<file path="src/rtl/gimli_din_packer.sv">
// rtl/gimli_din_packer.sv - packs a framed 32-bit word stream into 128-bit Gimli input blocks
//
// Ports:
//   clk, arstn                     clock; synchronous active-low reset
//   s_data/s_size/s_last/s_oper    input word, valid bytes of a last word, end of message, core op
//   s_valid/s_ready                input word handshake
//   din/din_size/oper              packed block, its valid byte count, core op
//   din_valid/din_ready            block handshake towards the round core
module gimli_din_packer (
  input  logic         clk,
  input  logic         arstn,
  input  logic [31:0]  s_data,
  input  logic [2:0]   s_size,
  input  logic         s_last,
  input  logic [2:0]   s_oper,
  input  logic         s_valid,
  output logic         s_ready,
  output logic [127:0] din,
  output logic [4:0]   din_size,
  output logic [2:0]   oper,
  output logic         din_valid,
  input  logic         din_ready
);

  typedef enum logic [1:0] {
    ST_FILL     = 2'd0,
    ST_SEND     = 2'd1,
    ST_SEND_PAD = 2'd2
  } state_e;

  state_e         state_q, state_d;
  logic [127:0]   blk_q, blk_d;
  logic [1:0]     widx_q, widx_d;
  logic [4:0]     bcnt_q, bcnt_d;
  logic [2:0]     oper_q, oper_d;
  logic           pad_q, pad_d;

  logic           accept;
  logic           complete;
  logic [2:0]     nbytes;
  logic [3:0]     byte_en;
  logic [31:0]    word_masked;
  logic [4:0]     bcnt_acc;

  // Byte count contributed by the incoming word; sizes above 4 saturate.
  always_comb begin
    nbytes = 3'd4;
    if (s_last && (s_size < 3'd4)) begin
      nbytes = s_size;
    end
    case (nbytes)
      3'd0:    byte_en = 4'b0000;
      3'd1:    byte_en = 4'b0001;
      3'd2:    byte_en = 4'b0011;
      3'd3:    byte_en = 4'b0111;
      default: byte_en = 4'b1111;
    endcase
    word_masked = '0;
    for (int i = 0; i < 4; i++) begin
      word_masked[8*i +: 8] = byte_en[i] ? s_data[8*i +: 8] : 8'h00;
    end
  end

  assign accept   = s_valid && (state_q == ST_FILL);
  assign complete = accept && ((widx_q == 2'd3) || s_last);
  assign bcnt_acc = bcnt_q + {2'b00, nbytes};

  // State register and datapath registers
  always_ff @(posedge clk) begin
    if (!arstn) begin
      state_q <= ST_FILL;
      blk_q   <= '0;
      widx_q  <= '0;
      bcnt_q  <= '0;
      oper_q  <= '0;
      pad_q   <= 1'b0;
    end else begin
      state_q <= state_d;
      blk_q   <= blk_d;
      widx_q  <= widx_d;
      bcnt_q  <= bcnt_d;
      oper_q  <= oper_d;
      pad_q   <= pad_d;
    end
  end

  // Next-state logic
  always_comb begin
    state_d = state_q;
    case (state_q)
      ST_FILL: begin
        if (complete) begin
          state_d = ST_SEND;
        end
      end
      ST_SEND: begin
        if (din_ready) begin
          state_d = pad_q ? ST_SEND_PAD : ST_FILL;
        end
      end
      ST_SEND_PAD: begin
        if (din_ready) begin
          state_d = ST_FILL;
        end
      end
      default: state_d = ST_FILL;
    endcase
  end

  // Datapath next-state: the buffer is zeroed whenever FILL is re-entered so
  // words never written in a short block read back as zero.
  always_comb begin
    blk_d  = blk_q;
    widx_d = widx_q;
    bcnt_d = bcnt_q;
    oper_d = oper_q;
    pad_d  = pad_q;
    case (state_q)
      ST_FILL: begin
        if (accept) begin
          blk_d[{widx_q, 5'd0} +: 32] = word_masked;
          bcnt_d = bcnt_acc;
          if (widx_q == 2'd0) begin
            oper_d = s_oper;
          end
          if (complete) begin
            // A message ending exactly on a block boundary still owes Gimli an empty block.
            pad_d = s_last && (bcnt_acc == 5'd16);
          end else begin
            widx_d = widx_q + 2'd1;
          end
        end
      end
      ST_SEND: begin
        if (din_ready && !pad_q) begin
          blk_d  = '0;
          widx_d = '0;
          bcnt_d = '0;
        end
      end
      ST_SEND_PAD: begin
        if (din_ready) begin
          pad_d  = 1'b0;
          blk_d  = '0;
          widx_d = '0;
          bcnt_d = '0;
        end
      end
      default: begin
        pad_d = 1'b0;
      end
    endcase
  end

  // Outputs decode from state only; nothing passes combinationally between the two handshakes.
  always_comb begin
    s_ready   = arstn && (state_q == ST_FILL);
    din_valid = (state_q == ST_SEND) || (state_q == ST_SEND_PAD);
    din       = (state_q == ST_SEND) ? blk_q : '0;
    din_size  = (state_q == ST_SEND) ? bcnt_q : '0;
    oper      = oper_q;
  end

endmodule

</file>
<file path="config.mk">
export PLATFORM = sky130hd
export DESIGN_NAME = gimli_din_packer
export DESIGN_NICKNAME = d
export VERILOG_FILES = /design/src/rtl/gimli_din_packer.sv
export SDC_FILE = /design/constraint.sdc
export NUM_CORES = 1
export LEC_CHECK = 0
export BUFFER_PORTS_ARGS = -buffer_cell sky130_fd_sc_hd__buf_2
export CAP_MARGIN = 10
export CELL_PAD_IN_SITES_DETAIL_PLACEMENT = 2
export CELL_PAD_IN_SITES_GLOBAL_PLACEMENT = 2
export CORE_UTILIZATION = 34
export CTS_BUF_LIST = sky130_fd_sc_hd__clkbuf_16
export CTS_CLUSTER_DIAMETER = 60
export CTS_CLUSTER_SIZE = 8
export DETAILED_ROUTE_END_ITERATION = 10
export PLACE_DENSITY = 0.91
export SLEW_MARGIN = 20
export SYNTH_ARGS = -nofsm -noshare
export SYNTH_HDL_FRONTEND = slang
export SYNTH_SLANG_ARGS = --single-unit
</file>
<file path="constraint.sdc">
create_clock -name clk -period 5.2 [get_ports clk]
set_input_delay 1.04 -clock clk [delete_from_list [all_inputs] [get_ports clk]]
set_output_delay 1.04 -clock clk [all_outputs]
set_load 0.02 [all_outputs]
</file>
==> flow_metrics.tcl <==
set metrics [dict create \
    clkTransAtPathRegs_ps 60 \
    syn_nets 781 \
    post-route-period-util_pct 71.1 \
    cts_buffer_depth 2 \
    ff2ff_path_depth 9 \
    track_usage_pct 23.9 \
    synth_fa_ha_area_share_pct 1.81 \
    grt_pass1_vias 6586 \
    min_to "bcnt_q[2]" \
    syn_area_sq_mm 0.00692 \
    layout.nets 931 \
    syn2layout_area_growth_pct 25.7 \
    diodes 0 \
    leakagePower_nw 3.57 \
    cts_made_buffers 17 \
    async_reset_ff_share_pct 0 \
    worstPathCellList "inv_1, ha_4, buf_12, and2_1, or4_4, nor3_4, buf_4, a22oi_1, nor2b_1" \
    postCtsSetupRepairBufs 0 \
    synth_xor_area_share_pct 0.380 \
    grt_max_degree 137 \
    slew_headroom_pct 27.8 \
    setup_viol 0 \
    fin_skew_ps 8.45 \
    synth_mux_area_share_pct 0.579 \
    drive_gt1_share_pct 32.9 \
    slowest_stage "nor3_4" \
    fmax_ghz 0.270 \
    synthDistinctLibCells 43 \
    insertion_delay_ps 420 \
    tns_ps 0 \
    synth_top_family_by_area "simple AND/OR/NAND/NOR gates" \
    finalHoldViolCount 0 \
    synthSimpleGateAreaFrac_pct 33.2 \
    worst_setup_path_end_kind "register" \
    cts_tree "yes" \
    synthFlopType "dfxtp_1" \
    ant_nets 0 \
    timing.critical_path.arrival_ps 4030 \
    ff_latch_area_sq_mm 0.00282 \
    r2r-start "state_q[1]" \
    core_sq_mm 0.0197 \
    min_path_cells 2 \
    numPortBuffers 180 \
    wirelength_met1_um 10500 \
    tightestPinTransition_ps 1080 \
    syn_avg_cell_area_sq_um 9.50 \
    antenna_found_initial 0 \
    cts-resized-gates 0 \
    wirelength_um 24700 \
    maxSlewViolCount 0 \
    die_area_sq_mm 0.0209 \
    initialDrtViolationCount 285 \
    synth_top_area_share_pct 40.8 \
    cts-root-buf "clkbuf_16" \
    hold_buffers 0 \
    critPathKind "reg -> reg" \
    synthTopCellsByArea "dfxtp_1 41%, and2_1 14%, a22oi_1 11%" \
    vdd_drop_max_mv 0.220 \
    crit_required_ps 5530 \
    hold_start "bcnt_q[2]" \
    ios 181 \
    min_period_ps 3700 \
    synth-edff-count 0 \
    dr_wl_met2_um 13000 \
    synth_area_leader_cell "dfxtp_1" \
    wl_met3_um 780 \
    r2r_setup_slack_ps 1500 \
    rsz0062_at_grt "false" \
    first_pass_iters 4 \
    crit_path_start "state_q[1]" \
    wl_per_cell_um 21.4 \
    post-place-ws_ps 1440 \
    r2r-end "blk_q[52]" \
    rows 51 \
    ys_ff_latch 141 \
    outcome "finished, final reports clean" \
    ctsHtreeMaxLevel 4 \
    cpPeakStageDelay_ps 910 \
    netlist_instances 728 \
    overflow 0 \
    setup_ws_ps 1500 \
    num-fill-cells 2105 \
    drc 0 \
    top_layer "met4" \
    crit_family "simple AND/OR/NAND/NOR gates" \
    holdWs_ps 510 \
    detailed_place_hpwl_um 15800 \
    die_y_um 145 \
    synth_compound_area_share_pct 18.5 \
    min_path_type "reg -> reg" \
    synth_seq_area_share_pct 40.8 \
    die_w_um 145 \
    gp_congestion 0.765 \
    cts_sinks 141 \
    cellPowerDensity_mw_per_mm2 325 \
    vias_per_cell 5.22 \
    grt_pass1_wl_um 37300 \
    ys_warn_count 0 \
    drv_cap 0 \
    vias 6030 \
    critPathBufInv 3 \
    crit_fanout 69 \
    start_util_pct 35.1 \
    multi_input_area_sq_mm 0.00384 \
    cp-start-kind "register" \
]
==> registers in the layout, summed over array words and instances (netlist names) <==
register	count
bcnt_q	5
state_q	2
oper	3
widx_q	2
blk_q	128
pad_q	1
==> cell usage in the layout, fill, tap and decap left out, types with 2 or more instances in the layout <==
cell type / instances
nand3_1: 2
buf_4: 9
a21oi_1: 6
buf_2: 179
o21ai_0: 3
a21boi_0: 3
and2b_1: 14
nor2_1: 6
o211ai_1: 2
nand4_1: 2
nand4b_1: 2
inv_1: 7
nor4_4: 2
a22oi_2: 30
nor2b_2: 30
xnor2_1: 3
buf_16: 2
dfxtp_1: 141
ha_1: 9
bufinv_16: 5
o21ai_4: 4
clkinv_1: 2
a22oi_1: 100
and2_1: 152
nor2b_1: 112
mux2i_1: 4
nor3b_1: 4
clkinvlp_4: 3
inv_6: 3
clkbuf_16: 17
clkinv_2: 2
nand2_1: 11
==> routing by layer <==
layer / track usage, % / vias to the layer above
met5: 0 / -
li1: - / 2779
met2: 43.9 / 161
met4: 8.20 / 0
met1: 27.6 / 3059
met3: 4.48 / 31
==> how the worst max path moves through the flow <==
stage,endpoint,depth (start not counted)
2_1_floorplan,s_ready,4
3_3_place_gp,bcnt_q[4],9
3_5_place_dp,blk_q[1],7
4_1_cts,blk_q[52],8
5_1_grt,blk_q[52],9
6_report,blk_q[52],9
==> tightest hold or removal path, cell delays in order (launching register included) <==
cell and delay, ps:
dfxtp_1 330, nand2_1 60, a21boi_0 70
==> cell type report <==
cell class              instances  share of cell area (%)
multi-input cells             520                    44.1
clock buffers                  17                    4.89
repair buffers                191                    11.9
clock inverters                15                    2.49
well taps                     265                    3.81
flip-flops and latches        141                    32.5
inverters                       7                   0.302
==> kinds of logic after synthesis <==
family / Yosys count
DFF: 141
xor gates and xnor gates: 3
AOI/OAI and AO/OA: 154
buffers and inverters: 67
and+or+nand+nor: 349
adders and majority gates: 10
muxes: 4
==> cells in the mapped netlist (2+ instances only) <==
cell	n
a22oi_2	30
o211ai_1	2
nor4_4	2
mux2i_1	4
clkbuf_1	43
and4b_1	2
o21ai_1	4
a21boi_0	3
nand4b_1	2
nor3b_1	4
nand2_1	11
and2b_1	14
ha_1	10
xnor2_1	3
nor2b_2	30
inv_1	7
a22oi_1	100
a21oi_1	6
nor2b_1	112
dfxtp_1	141
nor2_1	6
and2_1	152
nand3_1	2
nor3_1	2
o21ai_0	3
buf_2	6
nand4_1	2
buf_6	8
buf_4	3
==> power by group <==
group	total [mW]	internal, mW	switching, mW
registers	1.13	1.11	0.0194
logic	0.342	0.115	0.227
clock network	1.35	0.850	0.503
total	2.82	2.07	0.749
==> through the flow <==
step                      cells  area (sq um)  power, mW  util, %
after floorplan             728          6920       1.36        -
after global placement     1121          7980       1.46     40.4
after detailed placement   1121          7980       1.48     40.4
after CTS                  1153          8620       2.83     43.7
after global routing       1156          8700       2.92     44.1
final                      1156          8700       2.82     44.1
Power figures use the tool's default switching activity.
